[config.mk]
export PLATFORM = sky130hd
export DESIGN_NAME = regfile_wb_arbiter
export DESIGN_NICKNAME = d
export VERILOG_FILES = /design/src/rtl/regfile_wb_arbiter.sv
export SDC_FILE = /design/constraint.sdc
export NUM_CORES = 1
export LEC_CHECK = 0
export ABC_CLOCK_PERIOD_IN_PS = 5600
export CELL_PAD_IN_SITES_DETAIL_PLACEMENT = 1
export CELL_PAD_IN_SITES_GLOBAL_PLACEMENT = 1
export CORE_MARGIN = 2
export CORE_UTILIZATION = 48
export CTS_CLUSTER_SIZE = 8
export DETAILED_ROUTE_END_ITERATION = 6
export PLACE_DENSITY_LB_ADDON = 0.1
export SYNTH_ARGS = -nofsm -noshare
export SYNTH_HDL_FRONTEND = slang
export SYNTH_SLANG_ARGS = --single-unit
[constraint.sdc]
create_clock -name clk -period 5.6 [get_ports clk]
set_input_delay 1.12 -clock clk [delete_from_list [all_inputs] [get_ports clk]]
set_output_delay 1.12 -clock clk [all_outputs]
set_load 0.005 [all_outputs]
[src/rtl/regfile_wb_arbiter.sv]
// Write-port arbiter for the register file: pipeline writeback has priority,
// long-latency results are buffered in a FIFO, with a pending-register scoreboard.
module regfile_wb_arbiter #(
  parameter int DATA_WIDTH   = 32,
  parameter int REG_DEPTH    = 32,
  parameter int ADDR_WIDTH   = 5,
  parameter int FIFO_DEPTH   = 4,
  parameter int STARVE_LIMIT = 8
) (
  input  logic                            clk,
  input  logic                            rst,
  input  logic                            pipe_valid,
  input  logic                            pipe_jal,
  input  logic [ADDR_WIDTH-1:0]           pipe_rw,
  input  logic [DATA_WIDTH-1:0]           pipe_d,
  input  logic                            long_valid,
  output logic                            long_ready,
  input  logic [ADDR_WIDTH-1:0]           long_rw,
  input  logic [DATA_WIDTH-1:0]           long_d,
  input  logic                            issue_valid,
  input  logic [ADDR_WIDTH-1:0]           issue_rw,
  input  logic [2*ADDR_WIDTH-1:0]         chk_rr,
  output logic                            stall,
  output logic                            drain_req,
  output logic                            wr,
  output logic                            jal,
  output logic [ADDR_WIDTH-1:0]           rw,
  output logic [DATA_WIDTH-1:0]           d,
  output logic [$clog2(FIFO_DEPTH):0]     fifo_count
);

  localparam int PW = $clog2(FIFO_DEPTH);
  localparam int CW = PW + 1;
  localparam int SW = $clog2(STARVE_LIMIT + 1);

  logic [ADDR_WIDTH-1:0] fifo_rw [FIFO_DEPTH];
  logic [DATA_WIDTH-1:0] fifo_d  [FIFO_DEPTH];
  logic [PW-1:0]         wptr, rptr;
  logic [CW-1:0]         count, count_next;
  logic [REG_DEPTH-1:0]  pending, pending_next;
  logic [SW-1:0]         starve, starve_next;

  logic                  empty, push, pop;
  logic [ADDR_WIDTH-1:0] head_rw;
  logic                  sel_wr, sel_jal;
  logic [ADDR_WIDTH-1:0] sel_rw;
  logic [DATA_WIDTH-1:0] sel_d;

  assign empty      = (count == CW'(0));
  assign long_ready = (count < CW'(FIFO_DEPTH)) && !rst;
  assign push       = long_valid && long_ready;
  assign pop        = !pipe_valid && !empty && !rst;
  assign head_rw    = fifo_rw[rptr];
  assign fifo_count = count;
  assign stall      = pending[chk_rr[ADDR_WIDTH-1:0]] | pending[chk_rr[2*ADDR_WIDTH-1:ADDR_WIDTH]];

  always_comb begin
    sel_wr       = 1'b0;
    sel_jal      = 1'b0;
    sel_rw       = '0;
    sel_d        = '0;
    starve_next  = starve;
    pending_next = pending;
    count_next   = count;
    if (pipe_valid) begin
      sel_jal = pipe_jal;
      sel_rw  = pipe_jal ? ADDR_WIDTH'(REG_DEPTH - 1) : pipe_rw;
      sel_d   = pipe_d;
      sel_wr  = (sel_rw != '0);
    end else if (!empty) begin
      sel_rw = head_rw;
      sel_d  = fifo_d[rptr];
      sel_wr = (head_rw != '0);
    end else begin
      sel_wr = 1'b0;
    end
    // Starvation only accumulates while the head is blocked by pipeline traffic.
    if (empty || pop) begin
      starve_next = '0;
    end else if (pipe_valid && (starve < SW'(STARVE_LIMIT))) begin
      starve_next = starve + SW'(1);
    end else begin
      starve_next = starve;
    end
    // Clear before set so a same-cycle issue to the popped register wins.
    if (pop) begin
      pending_next[head_rw] = 1'b0;
    end else begin
      pending_next = pending_next;
    end
    if (issue_valid) begin
      pending_next[issue_rw] = 1'b1;
    end else begin
      pending_next = pending_next;
    end
    pending_next[0] = 1'b0;
    case ({push, pop})
      2'b10:   count_next = count + CW'(1);
      2'b01:   count_next = count - CW'(1);
      default: count_next = count;
    endcase
  end

  always_ff @(posedge clk) begin
    if (rst) begin
      wr        <= 1'b0;
      jal       <= 1'b0;
      rw        <= '0;
      d         <= '0;
      drain_req <= 1'b0;
      count     <= '0;
      wptr      <= '0;
      rptr      <= '0;
      pending   <= '0;
      starve    <= '0;
    end else begin
      wr        <= sel_wr;
      jal       <= sel_jal;
      rw        <= sel_rw;
      d         <= sel_d;
      drain_req <= (starve_next >= SW'(STARVE_LIMIT));
      count     <= count_next;
      pending   <= pending_next;
      starve    <= starve_next;
      if (push) wptr <= wptr + PW'(1);
      if (pop)  rptr <= rptr + PW'(1);
    end
  end

  // Storage needs no reset; the pointers and count define validity.
  always_ff @(posedge clk) begin
    if (push) begin
      fifo_rw[wptr] <= long_rw;
      fifo_d[wptr]  <= long_d;
    end
  end

endmodule

# Word-level counts from Yosys, hierarchy flattened
# Memory sizes are Yosys's and may differ from the RTL's. A register that Yosys moved wholly into a read port is not among the register bits.
# Index checks and enable logic that the tools add are counted.
[totals] reg_bits=83 ramBits=148 input_bits=95 out_inout_bits=45 wordCells=76 n_memories=2
[mem_list] name="fifo_d" words=4 word_bits=32 read_ports=1 rd_ports_with_merged_regs=1 wr=1 line_no="37" text="logic [DATA_WIDTH-1:0] fifo_d [FIFO_DEPTH];"
[mem_list] name="fifo_rw" words=4 word_bits=5 read_ports=1 rd_ports_with_merged_regs=1 wr=1 line_no="36" text="logic [ADDR_WIDTH-1:0] fifo_rw [FIFO_DEPTH];"
[op_classes] add_sub_neg=5 magnitude_cmp=9 n_eq_ne=2 mux=26 bitwise=5 n_reduce_logical=16
[op_table] op="$mux 32" n=4
[op_table] op="$and 32x32->32" n=1
[op_table] op="$not 32->32" n=1
[op_table] op="$or 32x32->32" n=1
[op_table] op="$lt 5x6->1 const B" n=4
[op_table] op="$mux 5" n=3
[op_table] op="$bmux 1 s5" n=2
[op_table] op="$demux 1 s5" n=2
[op_table] op="$ge 5x1->1 const B" n=2
[op_table] op="$reduce_bool 5->1" n=2
[op_table] op="$mux 1" n=8
[op_table] op="$mux 2" n=4
[op_table] op="$mux 4" n=2
[op_table] op="$logic_and 1x1->1" n=7
[op_table] op="$pmux 3 s2" n=1
[op_table] op="$add 2x1->2 const B" n=2
[op_table] op="$add 4x1->4 const B" n=1
[op_table] op="$ge 4x4->1 const B" n=1
[op_table] op="$lt 4x4->1 const B" n=1
[op_table] op="$add 3x1->3 const B" n=1
[op_table] op="$logic_not 1->1" n=3
[op_table] op="$logic_not 3->1" n=1
[op_table] op="$lt 3x3->1 const B" n=1
[op_table] op="$sub 3x1->3 const B" n=1
[op_table] op="other kinds (7)" n=7

# Longest topological paths before layout
[logic_depth] word_depth=9 mapped_depth=9 ltp_nobuf=9

# Least setup slack after synthesis
# No wires, ideal clock.
[synth_timing] path_type="input port to output port" startpoint="in chk_rr[6]" endpoint="out stall" arrival_time_ps=2364 required_time_ps=4480 setup_slack_ps=2116 cell_stages=6 path_buffers=1 cell_sequence="clkbuf_1 -> mux4_2 -> nand2b_1 -> o211ai_1 -> o31a_1 -> o211ai_1"
[synth_via] elab_chain_cells=3
[synth_rtl] element="from (decl)" line_no="22" text="input logic [2*ADDR_WIDTH-1:0] chk_rr,"
[synth_rtl] element="$bmux 1 s5" line_no="55" text="assign stall = pending[chk_rr[ADDR_WIDTH-1:0]] | pending[chk_rr[2*ADDR_WIDTH-1:ADDR_WIDTH]];"
[synth_rtl] element="$mux 1 (implied by the code)" line_no="55"
[synth_rtl] element="$or 1x1->1" line_no="55"
[synth_rtl] element="to (decl)" line_no="23" text="output logic stall,"
# Every way passes these cells. The select of a mux whose other input is x is not followed.

# Final worst setup path
[layout_timing] startpoint="in chk_rr[7]" endpoint="out stall"
# The elaborated chain is that of the path after synthesis.

==> results_dict.tcl <==
set metrics [dict create \
    outcome "finished clean" \
    drt_first_pass_iters 4 \
    cpMostUsedCell "clkdlybuf4s50_1" \
    power_frac_clock_pct 44.8 \
    slowest_delay_ps 790 \
    totalWireLength_mm 21.93 \
    core_um2 18520 \
    hold-path-cell-count 2 \
    tightest_slew_ps 1059 \
    yosys-top-cells-area "edfxtp_1, dfxtp_1, mux4_2" \
    drc 0 \
    hold_violations 0 \
    ctsHtreeMaxLevel 2 \
    vias 5615 \
    fill_cells 1709 \
    fin_nets 822 \
    grt_antenna_before_repair 1 \
    cap_viol_max_count 0 \
    layout_common_cells "edfxtp_1, clkdlybuf4s50_1, dfxtp_1, o21ai_0, mux4_2" \
    setup_ws_ps 999.6 \
    post_cts_buffers 0 \
    multi_input_area_um2 2756 \
    cts.hold.buffers_added 0 \
    required_ps 4480 \
    synth_top_area_share_pct 49.44 \
    die_w_um 140.8 \
    finalCritPeriodShare_pct 82.15 \
    min_period_ps 4600 \
    cts_tree "yes" \
    hold_class "reg -> reg" \
    syn_area_um2 8989 \
    crit_path_start_kind "primary input" \
    initial_core_util_pct 48.54 \
    synth.distinct_cells 38 \
    dp_slack_ps 1006 \
    yosys_warnings 0 \
    root_buffer "clkbuf_16" \
    yosysSeqAreaShare_pct 67.93 \
    ios 140 \
    syn_nets 670 \
    power_frac_seq_pct 46.0 \
    path_cells "clkdlybuf4s50_1 -> mux4_2 -> mux2_2 -> a31oi_1 -> o211ai_1 -> clkdlybuf4s50_1" \
    die_y_um 140.8 \
    layout_commonest_cell "edfxtp_1" \
    drive_gt1_share_pct 14.25 \
    rows 50 \
    p_leak_nw 3.890 \
    crit_type "in -> out" \
    grt_setup_unrepaired "false" \
    finalSetupViolations 0 \
    ir_worst_vdd_uv 248.5 \
    skew_ps 14.44 \
    grt_usage_pct 22.75 \
    crit_path_end_kind "output port" \
    place_congestion 0.8157 \
    cts.sinks 231 \
    arrival_ps 3480 \
    reg2reg_depth 4 \
    wl_per_cell_um 22.40 \
    max-clock-path-buffers 3 \
    dpl.hpwl_mm 13.49 \
    postCtsResizedCells 0 \
    cts_buffers 34 \
    grt-ovfl-total 0 \
    synth.avg_cell_area_um2 15.83 \
    dieArea_um2 19840 \
    postRouteAntennaNets 0 \
    grt_max_degree 44 \
    sw_frac_of_total_pct 21.95 \
    syn-instance-count 568 \
    clk_pin_slew_worst_paths_ps 50 \
    grt_first_pass_wirelength_mm 34.48 \
    internal_power_mw 3.265 \
    power.switching_mw 0.9179 \
    syn_to_final_growth_pct 29.00 \
    slowest_stage "clkdlybuf4s50_1" \
    clk_latency_ps 500 \
    fmax_mhz 217.4 \
    relSlewSlack_pct 29.39 \
    numPortBuffers 139 \
    synth_top_area_cell "edfxtp_1" \
    setup-tns-final_ps 0 \
    regArea_um2 6108 \
    cp_max_fo 9 \
    viasPerCell 5.735 \
    drt_iter0_markers 264 \
    pwr-share-comb_pct 9.2 \
    p_per_area_nw_per_um2 360.8 \
    ys_ff_latch 231 \
    final_max_slew_viol_count 0 \
    grt_pass1_vias 6293 \
]
-- synth_stat cells, drive strengths merged --
master	instances
nor2b	36
or3	3
nor3b	1
nor3	2
xor2	4
nor2	18
dfxtp	83
o31ai	3
nand2	23
and3b	1
xnor2	3
fa	1
edfxtp	148
inv	8
mux2	3
o211ai	5
and2	2
a22o	32
or3b	3
a31oi	1
o31a	1
mux4	50
and3	4
nand3b	9
o21ai	68
nand3	5
nand2b	4
ha	6
a41oi	1
a21oi	7
clkbuf	18
or4	1
mux2i	6
buf	8
-- cell families after synthesis --
logic type / count (synthesis) / synth area share [%]
multiplexers: 59 / 13.57
flip-flops: 231 / 67.93
AO/OA/AOI/OAI: 118 / 8.282
buffers and inverters: 34 / 1.601
AND/OR/NAND/NOR: 112 / 6.876
adder cells (fa/ha/maj): 7 / 1.058
XOR/XNOR: 7 / 0.6821
-- cell type report --
cell class              count  area share (%)
inverters                   8          0.2590
repair buffers            142           12.19
clock buffers              58           8.298
clock inverters             2          0.2482
well taps                 234           2.525
multi-input cells         303           23.77
diodes                      1         0.02158
flip-flops and latches    231           52.68
-- power groups by stage --
stage	sequential (mW)	clock (mW)	combinational [mW]
3_3_place_gp	1.95	0	0.373
4_1_cts	1.92	1.91	0.392
5_1_grt	1.93	1.98	0.417
6_report	1.92	1.87	0.386
2_1_floorplan	1.93	0	0.210
3_5_place_dp	1.96	0	0.385
-- critical path: cells and delay by family --
| family | cells | cell delay (ps) |
|---|---|---|
| buffers and inverters | 2 | 1240 |
| muxes | 2 | 840 |
| AOI/OAI and AO/OA | 2 | 270 |
-- metrics by stage --
stage	utilization (%)	cell area [um2]	power, mW	std cells	hold slack [ps]
final	62.61	11590	4.183	979	513.3
after global routing	62.60	11590	4.331	978	553.1
after CTS	62.60	11590	4.225	978	523.3
after detailed placement	57.25	10600	2.342	918	507.8
after global placement	57.25	10600	2.325	918	477.0
after floorplan	-	8989	2.143	568	479.4
-- path summary, 6_finish.rpt --
kind | slack, ps | from | end
setup / recovery | 1000 | chk_rr[7] | stall
setup reg to reg | 3000 | flip-flop | pending[9]
hold reg to reg | 510 | drain_req | drain_req
hold / removal | 510 | drain_req | drain_req
-- layer usage --
layer / up-vias / part of all wire [%] / track usage (%)
li1: 2525 / - / -
met1: 2880 / 40 / 26.97
met2: 166 / 52 / 40.74
met3: 42 / 5.3 / 5.537
met4: 2 / 2.3 / 7.789
met5: - / 0.059 / 0
-- flip-flops by register name, indices dropped and copies added (netlist names), 2 cells and up, named ones only --
| register | count |
|---|---|
| starve | 3 |
| fifo_count | 3 |
| wptr | 2 |
| fifo_d | 128 |
| fifo_rw | 20 |
| rw | 5 |
| rptr | 2 |
| d | 32 |
| pending | 31 |
Power figures use the tool's default switching activity.
